==> config.mk <==
export PLATFORM = sky130hd
export DESIGN_NAME = miss_detector_flat
export DESIGN_NICKNAME = d
export VERILOG_FILES = /design/src/rtl/pong_pkg.sv /design/src/rtl/miss_detector_if.sv /design/src/rtl/miss_detector_holdoff_counter.sv /design/src/rtl/miss_detector.sv /design/src/flat_wrapper.sv
export SDC_FILE = /design/constraint.sdc
export NUM_CORES = 1
export LEC_CHECK = 0
export CORE_UTILIZATION = 45
export CTS_BUF_LIST = sky130_fd_sc_hd__clkbuf_2 sky130_fd_sc_hd__clkbuf_4 sky130_fd_sc_hd__clkbuf_8
export DETAILED_ROUTE_END_ITERATION = 10
export HOLD_SLACK_MARGIN = 0.08
export PLACE_DENSITY = 0.87
export SLEW_MARGIN = 30
export SYNTH_ARGS = -nofsm -noshare
export SYNTH_HDL_FRONTEND = slang
export SYNTH_SLANG_ARGS = --single-unit
export TNS_END_PERCENT = 1
==> constraint.sdc <==
create_clock -name clk -period 4.6 [get_ports clk]
set_input_delay 0.46 -clock clk [delete_from_list [all_inputs] [get_ports clk]]
set_output_delay 0.46 -clock clk [all_outputs]
set_load 0.03 [all_outputs]
==> src/rtl/pong_pkg.sv <==
// Shared Pong definitions: miss-detector state encoding, winner codes, default widths
// and screen geometry.
package pong_pkg;

    localparam int DEF_X_W        = 10;
    localparam int DEF_Y_W        = 10;
    localparam int DEF_SCORE_W    = 5;
    localparam int DEF_LEFT_X     = 16;
    localparam int DEF_RIGHT_X    = 623;
    localparam int DEF_PADDLE_H   = 64;
    localparam int DEF_HOLDOFF_FR = 60;
    localparam int DEF_SCORE_MIN  = 0;
    localparam int DEF_SCORE_MAX  = 20;

    typedef enum logic [1:0] {
        ARMED     = 2'd0,
        HOLDOFF   = 2'd1,
        GAME_OVER = 2'd2
    } md_state_t;

    typedef logic [1:0] winner_t;

    localparam winner_t WIN_NONE = 2'b00;
    localparam winner_t WIN_P1   = 2'b01;
    localparam winner_t WIN_P2   = 2'b10;

    // Bits needed to hold the values 0..n.
    function automatic int cnt_w(input int n);
        return (n < 2) ? 1 : $clog2(n + 1);
    endfunction

endpackage

==> src/rtl/miss_detector_if.sv <==
// Position/score inputs and miss/hit/game-end outputs of the miss detector.
// master = motion/score side driving positions, slave = the detector.
interface miss_detector_if
    import pong_pkg::*;
#(
    parameter int X_W     = DEF_X_W,
    parameter int Y_W     = DEF_Y_W,
    parameter int SCORE_W = DEF_SCORE_W
);
    logic               frame_tick;
    logic [X_W-1:0]     ball_x;
    logic [Y_W-1:0]     ball_y;
    logic [Y_W-1:0]     p1_y;
    logic [Y_W-1:0]     p2_y;
    logic [SCORE_W-1:0] score;
    logic               restart;
    logic               p1miss;
    logic               p2miss;
    logic               p1hit;
    logic               p2hit;
    logic               game_over;
    logic [1:0]         winner;

    modport master (
        output frame_tick, ball_x, ball_y, p1_y, p2_y, score, restart,
        input  p1miss, p2miss, p1hit, p2hit, game_over, winner
    );

    modport slave (
        input  frame_tick, ball_x, ball_y, p1_y, p2_y, score, restart,
        output p1miss, p2miss, p1hit, p2hit, game_over, winner
    );

endinterface

==> src/rtl/miss_detector_holdoff_counter.sv <==
// Loadable frame down-counter used to ignore the goal lines for a while after a miss,
// reset or restart. Saturates at zero; zero flag drives re-arming.
module holdoff_counter
    import pong_pkg::*;
#(
    parameter int LOAD_VAL = DEF_HOLDOFF_FR,
    parameter int W        = cnt_w(LOAD_VAL)
) (
    input  logic clk,
    input  logic rst_n,
    input  logic load,
    input  logic en,
    output logic zero
);

    logic [W-1:0] count_p1;

    always_ff @(posedge clk or negedge rst_n) begin
        if (!rst_n) begin
            count_p1 <= W'(LOAD_VAL);
        end else if (load) begin
            count_p1 <= W'(LOAD_VAL);
        end else if (en && (count_p1 != '0)) begin
            count_p1 <= count_p1 - 1'b1;
        end
    end

    assign zero = (count_p1 == '0);

endmodule

==> src/rtl/miss_detector.sv <==
// Watches ball/paddle positions each frame, issues registered one-cycle miss/hit pulses,
// and stops play when the score keeper reports a winning score.
module miss_detector
    import pong_pkg::*;
#(
    parameter int X_W        = DEF_X_W,
    parameter int Y_W        = DEF_Y_W,
    parameter int SCORE_W    = DEF_SCORE_W,
    parameter int LEFT_X     = DEF_LEFT_X,
    parameter int RIGHT_X    = DEF_RIGHT_X,
    parameter int PADDLE_H   = DEF_PADDLE_H,
    parameter int HOLDOFF_FR = DEF_HOLDOFF_FR,
    parameter int SCORE_MIN  = DEF_SCORE_MIN,
    parameter int SCORE_MAX  = DEF_SCORE_MAX
) (
    input logic            clk,
    input logic            rst_n,
    miss_detector_if.slave bus
);

    md_state_t state_p1, state_nxt;
    winner_t   winner_p1, winner_nxt;
    logic      p1miss_p1, p2miss_p1, p1hit_p1, p2hit_p1, game_over_p1;
    logic      p1miss_nxt, p2miss_nxt, p1hit_nxt, p2hit_nxt;
    logic      cnt_load, cnt_en, cnt_zero;

    // Paddle bottom edge is one bit wider so a paddle near the screen bottom cannot wrap.
    logic [Y_W:0] p1_end, p2_end;
    logic         in_span1, in_span2, at_left, at_right, in_field, score_lo, score_hi;

    assign p1_end   = {1'b0, bus.p1_y} + (Y_W+1)'(PADDLE_H);
    assign p2_end   = {1'b0, bus.p2_y} + (Y_W+1)'(PADDLE_H);
    assign in_span1 = (bus.ball_y >= bus.p1_y) && ({1'b0, bus.ball_y} < p1_end);
    assign in_span2 = (bus.ball_y >= bus.p2_y) && ({1'b0, bus.ball_y} < p2_end);
    assign at_left  = (bus.ball_x <= X_W'(LEFT_X));
    assign at_right = (bus.ball_x >= X_W'(RIGHT_X));
    assign in_field = !at_left && !at_right;
    assign score_lo = (bus.score <= SCORE_W'(SCORE_MIN));
    assign score_hi = (bus.score >= SCORE_W'(SCORE_MAX));

    holdoff_counter #(
        .LOAD_VAL (HOLDOFF_FR)
    ) u_holdoff (
        .clk   (clk),
        .rst_n (rst_n),
        .load  (cnt_load),
        .en    (cnt_en),
        .zero  (cnt_zero)
    );

    always_comb begin
        state_nxt  = state_p1;
        winner_nxt = winner_p1;
        p1miss_nxt = 1'b0;
        p2miss_nxt = 1'b0;
        p1hit_nxt  = 1'b0;
        p2hit_nxt  = 1'b0;
        cnt_load   = 1'b0;
        cnt_en     = 1'b0;
        case (state_p1)
            ARMED, HOLDOFF: begin
                // A winning score overrides anything seen at the goal lines this cycle.
                if (score_lo || score_hi) begin
                    state_nxt  = GAME_OVER;
                    winner_nxt = score_lo ? WIN_P1 : WIN_P2;
                end else if (bus.frame_tick && (state_p1 == ARMED)) begin
                    if (at_left) begin
                        if (in_span1) begin
                            p1hit_nxt = 1'b1;
                        end else begin
                            p1miss_nxt = 1'b1;
                            state_nxt  = HOLDOFF;
                            cnt_load   = 1'b1;
                        end
                    end else if (at_right) begin
                        if (in_span2) begin
                            p2hit_nxt = 1'b1;
                        end else begin
                            p2miss_nxt = 1'b1;
                            state_nxt  = HOLDOFF;
                            cnt_load   = 1'b1;
                        end
                    end
                end else if (bus.frame_tick) begin
                    cnt_en = 1'b1;
                    if (cnt_zero && in_field) begin
                        state_nxt = ARMED;
                    end
                end
            end
            GAME_OVER: begin
                if (bus.restart) begin
                    state_nxt  = HOLDOFF;
                    winner_nxt = WIN_NONE;
                    cnt_load   = 1'b1;
                end
            end
            default: begin
                state_nxt = HOLDOFF;
                cnt_load  = 1'b1;
            end
        endcase
    end

    // Registered outputs: pulses appear the cycle after the frame tick that caused them.
    always_ff @(posedge clk or negedge rst_n) begin
        if (!rst_n) begin
            state_p1     <= HOLDOFF;
            winner_p1    <= WIN_NONE;
            game_over_p1 <= 1'b0;
            p1miss_p1    <= 1'b0;
            p2miss_p1    <= 1'b0;
            p1hit_p1     <= 1'b0;
            p2hit_p1     <= 1'b0;
        end else begin
            state_p1     <= state_nxt;
            winner_p1    <= winner_nxt;
            game_over_p1 <= (state_nxt == GAME_OVER);
            p1miss_p1    <= p1miss_nxt;
            p2miss_p1    <= p2miss_nxt;
            p1hit_p1     <= p1hit_nxt;
            p2hit_p1     <= p2hit_nxt;
        end
    end

    assign bus.p1miss    = p1miss_p1;
    assign bus.p2miss    = p2miss_p1;
    assign bus.p1hit     = p1hit_p1;
    assign bus.p2hit     = p2hit_p1;
    assign bus.game_over = game_over_p1;
    assign bus.winner    = winner_p1;

endmodule

==> src/flat_wrapper.sv <==
// flat-port wrapper written by rule: the top's interface ports become plain ports
module miss_detector_flat import pong_pkg::*;
#(
    parameter int X_W        = DEF_X_W,
    parameter int Y_W        = DEF_Y_W,
    parameter int SCORE_W    = DEF_SCORE_W,
    parameter int LEFT_X     = DEF_LEFT_X,
    parameter int RIGHT_X    = DEF_RIGHT_X,
    parameter int PADDLE_H   = DEF_PADDLE_H,
    parameter int HOLDOFF_FR = DEF_HOLDOFF_FR,
    parameter int SCORE_MIN  = DEF_SCORE_MIN,
    parameter int SCORE_MAX  = DEF_SCORE_MAX
)
  (clk, rst_n, bus_frame_tick, bus_ball_x, bus_ball_y, bus_p1_y, bus_p2_y, bus_score, bus_restart, bus_p1miss, bus_p2miss, bus_p1hit, bus_p2hit, bus_game_over, bus_winner);
  miss_detector_if #(.X_W(X_W), .Y_W(Y_W), .SCORE_W(SCORE_W)) bus_i ();
  input logic clk;
  input logic rst_n;
  input wire logic [$bits(bus_i.frame_tick)-1:0] bus_frame_tick;
  input wire logic [$bits(bus_i.ball_x)-1:0] bus_ball_x;
  input wire logic [$bits(bus_i.ball_y)-1:0] bus_ball_y;
  input wire logic [$bits(bus_i.p1_y)-1:0] bus_p1_y;
  input wire logic [$bits(bus_i.p2_y)-1:0] bus_p2_y;
  input wire logic [$bits(bus_i.score)-1:0] bus_score;
  input wire logic [$bits(bus_i.restart)-1:0] bus_restart;
  output wire logic [$bits(bus_i.p1miss)-1:0] bus_p1miss;
  output wire logic [$bits(bus_i.p2miss)-1:0] bus_p2miss;
  output wire logic [$bits(bus_i.p1hit)-1:0] bus_p1hit;
  output wire logic [$bits(bus_i.p2hit)-1:0] bus_p2hit;
  output wire logic [$bits(bus_i.game_over)-1:0] bus_game_over;
  output wire logic [$bits(bus_i.winner)-1:0] bus_winner;
  assign bus_i.frame_tick = bus_frame_tick;
  assign bus_i.ball_x = bus_ball_x;
  assign bus_i.ball_y = bus_ball_y;
  assign bus_i.p1_y = bus_p1_y;
  assign bus_i.p2_y = bus_p2_y;
  assign bus_i.score = bus_score;
  assign bus_i.restart = bus_restart;
  assign bus_p1miss = bus_i.p1miss;
  assign bus_p2miss = bus_i.p2miss;
  assign bus_p1hit = bus_i.p1hit;
  assign bus_p2hit = bus_i.p2hit;
  assign bus_game_over = bus_i.game_over;
  assign bus_winner = bus_i.winner;
  miss_detector #(.X_W(X_W), .Y_W(Y_W), .SCORE_W(SCORE_W), .LEFT_X(LEFT_X), .RIGHT_X(RIGHT_X), .PADDLE_H(PADDLE_H), .HOLDOFF_FR(HOLDOFF_FR), .SCORE_MIN(SCORE_MIN), .SCORE_MAX(SCORE_MAX)) u_core (.clk(clk), .rst_n(rst_n), .bus(bus_i));
endmodule
==> metrics.cfg, run 1 <==
[place]
dp_cells = 293
hpwlAfterDp_microns = 2980
gp_congestion = 0.808
port_buffers = 55

[clocking]
clock_latency_ps = 280
clockBufferDepth = 2
tritoncts = done
cts_hold_buf = 0
cts_resized = 0
cts_sinks = 15
cts_made_buffers = 3
cts_root_buffer = clkbuf_4
clk_pin_slew_worst_paths_ps = 80
cts_setup_buffers = 0
htree_levels = 1

[worst_setup_path]
crit_path_cell_trace = clkdlybuf4s50_1 -> ha_1 -> xnor2_1 -> ha_1 -> a21o_1 -> a21oi_1 -> o2bb2ai_1 -> a2111oi_0 -> or3_1 -> and3_1
crit_type = in2reg
r2r_slack_ps = 2840
reg2reg_to = u_core.u_holdoff.count_p1[5]
critPathArrivalTime_ps = 2960
cp_top_family = compound AO/OA/AOI/OAI gates
cp_slowest_cell = a2111oi_0
slowest_delay_ps = 480
critPathBufInv = 1
cp.required_ps = 4820
ff2ff_path_depth = 6
worstSetupEndpointType = flip-flop
path_max_fanout = 7
worst_path_most_repeated_cell = ha_1
startpoint_type = input port
worstReg2RegStart = u_core.state_p1[1]

[floorplan]
io_pins = 56
initial_utilization = 0.481
die_w_microns = 62.4
die_area_sq_um = 3890
coreArea_sq_um = 3420
rows = 21
fp.dieH_microns = 62.4

[synth]
ys_warn_count = 0
syn_nets = 274
synth_area_leaders = ha_1, dfrtp_1, dfstp_2
ys_ff_latch = 15
yosysTopAreaCellShare = 0.236
avgSynthCellArea_sq_um = 8.46
syn_area_sq_um = 1640
yosys_most_used_dff = dfrtp_1
async_flop_share = 1.00
synthCells = 194
netlist.top_cell.by_area = ha_1
synth_edf_count = 0
synthDistinctLibCells = 40
seq_area_frac_synth = 0.232

[drt]
drt-total-wl_microns = 3390
firstDrtPassIters = 4
num_vias = 1565
ant_nets = 0
drt_iter0_markers = 49
routedWlPerCell_microns = 11.4
viasPerCell = 5.27
post-route-drc-count = 0

[sta]
fin_tns_setup_ps = 0
hold_viol_final = 0
fin_skew_ps = 2.11
slew_violations = 0
rsz0062_at_grt = false
setup_viol = 0
worstMarginPinSlew_ps = 612
finalCritPeriodShare = 0.596
relSlewSlack = 0.590
max_freq_mhz = 365
fin_crit_ps = 2740
hold_ws_ps = 559

[final_layout]
finalNonFillerCells = 297
area_delta_synth_final_pct = 38.3
diodes = 0
fillCellCount = 290
nets = 332
drive_gt1_frac = 0.0637

[hold_path]
worstHoldPathType = in2async

[global_routing]
antenna_found_initial = 0
grt_pass1_vias = 1451
track_usage = 0.181
grt_start_max_net_pins = 16
grt_pass1_wl_microns = 5860
gr-usage-met2 = 0.315
overflow = 0
use_met3 = 0.0274
busiest_layer = met2
met1_usage = 0.237

[power]
p_per_area_nw_per_um2 = 226
p_leak_nw = 1.03
ir_drop_mv = 0.107

[outcome]
status = complete, no violations

[job]
maxCapViolCount = 0

logic make-up after synthesis:
family,Yosys count,share of synthesized area
buffers and inverters,29,0.0678
adder cells (fa/ha/maj),31,0.236
AND/OR/NAND/NOR,65,0.226
AO/OA/AOI/OAI,46,0.195
flip-flops,15,0.232
XOR/XNOR,8,0.0427
final cells by class:
| class | instances | area, sq um | share of cell area |
|---|---|---|---|
| Timing Repair Buffer | 55 | 551 | 0.243 |
| Sequential cell | 15 | 382 | 0.168 |
| Tap cell | 46 | 57.6 | 0.0254 |
| Clock buffer | 4 | 30.0 | 0.0132 |
| Inverter | 27 | 101 | 0.0447 |
| Multi-Input combinational cell | 150 | 1150 | 0.506 |
state kept, by name (all words and copies together) (netlist names):
name / flops
u_core.bus.p2miss: 1
u_core.bus.p1hit: 1
u_core.state_p1: 2
u_core.bus.p1miss: 1
u_core.u_holdoff.count_p1: 6
u_core.bus.p2hit: 1
u_core.bus.game_over: 1
u_core.bus.winner: 2
worst reg2reg max path: stages (launching register included):
cell and delay (ps):
dfrtp_1 490, nand3b_1 220, a211oi_2 210, nand2_1 170, nor4_1 310, xnor2_1 180
nand3_1 90
layout by cell type, fill, tap and decap left out, drive strengths merged, types with 2 or more instances in the layout:
master         count
inv               27
nand2b             3
nor2              12
nand3             17
nor3               2
clkdlybuf4s50     55
nand2              7
o21ai              9
o2111ai            2
and3               5
xnor2              8
ha                31
or4                2
a211o              3
and2               2
clkbuf             4
or3                3
nor4               2
nor2b              2
nor3b              2
a21o               3
dfrtp             10
a21oi             12
nand4              2
dfstp              5
a211oi             7
nand3b             3
o21a               2
Yosys cell counts (2+ instances only):
| cell type | instances |
|---|---|
| nor2b_1 | 2 |
| ha_1 | 31 |
| o2111ai_1 | 2 |
| buf_2 | 2 |
| a211oi_1 | 5 |
| or3_1 | 3 |
| nor3_1 | 2 |
| nor2_1 | 11 |
| o21a_1 | 2 |
| dfstp_2 | 5 |
| a211o_1 | 3 |
| nand2_1 | 7 |
| xnor2_1 | 8 |
| a21o_1 | 3 |
| and3_1 | 5 |
| a211oi_2 | 2 |
| a21oi_1 | 12 |
| nand3b_1 | 3 |
| dfrtp_1 | 10 |
| nand3_1 | 17 |
| inv_1 | 27 |
| nand4_1 | 2 |
| and2_1 | 2 |
| nand2b_1 | 3 |
| nor4_1 | 2 |
| o21ai_0 | 9 |
routing by layer:
layer / vias to the layer above / share of wire
met5: - / 0
met3: 2 / 0.070
met1: 685 / 0.47
li1: 820 / -
met4: 0 / 0.0027
met2: 58 / 0.46
per-stage QoR:
stage / total power, mW / setup WS, ps / utilization / instance area [sq um]
CTS: 0.515 / 1910 / 0.664 / 2270
finish: 0.513 / 1860 / 0.664 / 2270
global route: 0.558 / 1740 / 0.664 / 2270
global placement: 0.429 / 1680 / 0.656 / 2240
floorplan: 0.341 / 2370 / - / 1640
detailed placement: 0.436 / 1620 / 0.656 / 2240
report_power, final:
group	leakage [nW]	internal (mW)	switching, mW
Sequential	0.185	0.165	0.0284
Combinational	0.823	0.125	0.117
Clock	0.0184	0.0395	0.0375
Total	1.03	0.330	0.183
worst max path at each step:
stage,from,to,slack (ps),depth (start not counted)
global placement,bus_p2_y[6],u_core.u_holdoff.count_p1[1],1680,10
CTS,bus_p2_y[6],u_core.u_holdoff.count_p1[1],1910,10
floorplan,bus_p2_y[6],u_core.u_holdoff.count_p1[0],2370,10
detailed placement,bus_p2_y[6],u_core.u_holdoff.count_p1[1],1620,10
finish,bus_p2_y[6],u_core.u_holdoff.count_p1[1],1860,10
global route,bus_p2_y[6],u_core.u_holdoff.count_p1[1],1740,10
Note: power is estimated with default switching activity, not from simulation.
==> inputs of run 2 (changes only) <==
- CORE_UTILIZATION: 45 -> 43
- clock period: 4.6 -> 2.5 ns (I/O delays scaled with it)
==> run 2 against run 1 <==
  * Clock skew shrank 0.79 ps
  * Critical path depth is the same
  * Wire length grew 11%
  * Via count grew 3.8%
  * Clock power grew to 2.6 times the previous value
  * First-iteration DRC count shrank 20%
  * Non-clock buffer count grew 8
  * Design area grew 4.2%
  * Utilization shrank 1.9 points
  * Critical endpoint is now u_core.u_holdoff.count_p1[0]
  * Largest cell class unchanged
  * Highest routed layer unchanged
==> metrics.cfg, run 2 (same netlist as run 1, synthesis figures left out) <==
[sta]
finalWorstSetupSlack_ps = 131
slew_violations = 0
relSlewSlack = 0.570
max_freq_mhz = 422
fin_crit_ps = 2370
fin_skew_ps = 1.32
finalCritPeriodShare = 0.948
hold_viol_final = 0
worstMarginPinSlew_ps = 644
setup_viol = 0

[place]
hpwlAfterDp_microns = 3320
pre_cts_slack_ps = -163
gp_congestion = 0.818
port_buffers = 55

[final_layout]
final_cell_mix = clkdlybuf4s50_1, ha_1, inv_1
nets = 340
mostFrequentLayoutCell = clkdlybuf4s50_1
drive_gt1_frac = 0.104
fillCellCount = 333
final_core_util = 0.646
area_delta_synth_final_pct = 44.1
regMostFlops = u_core.u_holdoff.count_p1
largest_reg_flops = 6
diodes = 0

[floorplan]
die_w_microns = 63.8
die_area_sq_um = 4070
rows = 22
coreArea_sq_um = 3660
io_pins = 56
fp.dieH_microns = 63.8
initial_utilization = 0.448

[outcome]
status = complete, no violations

[worst_setup_path]
r2r_slack_ps = 700
reg2reg_to = u_core.u_holdoff.count_p1[5]
startpoint_type = input port
crit_type = in2reg
critPathArrivalTime_ps = 2550
startpoint = bus_p1_y[6]
critPathCapture = u_core.u_holdoff.count_p1[0]
worstSetupEndpointType = flip-flop
path_max_fanout = 7
worstReg2RegStart = u_core.state_p1[1]
cp.required_ps = 2680
ff2ff_path_depth = 6

[clocking]
clock_latency_ps = 240
clk_pin_slew_worst_paths_ps = 50
htree_levels = 1
tritoncts = done
clockBufferDepth = 2
cts_made_buffers = 3
cts_sinks = 15
cts_root_buffer = clkbuf_8

[power]
p_leak_nw = 1.07
p_per_area_nw_per_um2 = 433
fin_total_pwr_mw = 1.02
ir_drop_mv = 0.206

[drt]
drt-total-wl_microns = 3770
firstDrtPassIters = 4
drt_iter0_markers = 39
num_vias = 1624
viasPerCell = 5.29
routedWlPerCell_microns = 12.3
ant_nets = 0
post-route-drc-count = 0

[global_routing]
overflow = 0
antenna_found_initial = 0
grt_pass1_vias = 1658
grt_start_max_net_pins = 16
track_usage = 0.201
grt_pass1_wl_microns = 6600

[job]
maxCapViolCount = 0

[hold_path]
worstHoldPathType = in2async

==> run 2: cell count changes in the layout (fill, tap and decap cells not counted), sizes merged <==
cell	previous run	this run
buf	0	8
==> run 2: critical path, stage by stage <==
cell and delay [ps]:
clkdlybuf4s50_1 530, ha_2 210, xnor2_1 120, ha_1 260
a21o_1 160, a211oi_1 230, o311a_1 200, a311o_1 170
o22a_2 220, and3_1 170
==> run 2: worst min-delay path by stage <==
stage / startpoint / end / slack, ps / cells after the start
floorplan: rst_n / u_core.bus.game_over / -50 / 0
global placement: u_core.state_p1[0] / u_core.state_p1[0] / 540 / 2
detailed placement: u_core.bus.winner[1] / u_core.bus.winner[1] / 550 / 2
CTS: rst_n / u_core.u_holdoff.count_p1[1] / 420 / 1
global route: rst_n / u_core.u_holdoff.count_p1[1] / 450 / 1
finish: rst_n / u_core.u_holdoff.count_p1[0] / 410 / 1
==> run 2: through the flow <==
step                setup TNS [ps]  hold slack (ps)  area [sq um]  std cells
floorplan                        0            -45.6          1640        194
global placement              -393              542          2300        303
detailed placement            -932              553          2300        303
CTS                              0              423          2350        307
global route                 -11.0              451          2360        307
finish                           0              406          2360        307
==> run 2: what timing repair did <==
| action | 4_1_cts | 5_1_grt |
|---|---|---|
| endpoints found under the setup margin | 0 | 7 |
| gates resized for setup | 0 | 4 |
| buffers inserted | 0 | 0 |
| hold buffers | 0 | 0 |
==> run 2: routing by layer <==
layer | GRT usage | part of all wire | vias to the layer above
met5 | 0 | 0 | -
met4 | 0.0426 | 0.0074 | 0
met3 | 0.0268 | 0.034 | 3
met2 | 0.410 | 0.54 | 35
met1 | 0.214 | 0.42 | 750
li1 | - | - | 836
==> run 2: final cells by class <==
| cell class | count | area (sq um) | area share |
|---|---|---|---|
| clock buffers | 4 | 48.8 | 0.0206 |
| inverters | 27 | 101 | 0.0429 |
| multi-input cells | 150 | 1160 | 0.492 |
| flip-flops and latches | 15 | 382 | 0.161 |
| well taps | 48 | 60.1 | 0.0254 |
| repair buffers | 63 | 611 | 0.258 |
==> run 2: power breakdown <==
part           internal, mW  total, mW  switching [mW]  leakage [nW]
clock network         0.123      0.198          0.0749        0.0262
registers             0.304      0.359          0.0543         0.185
logic                 0.246      0.468           0.222         0.863
total                 0.674       1.02           0.351          1.07
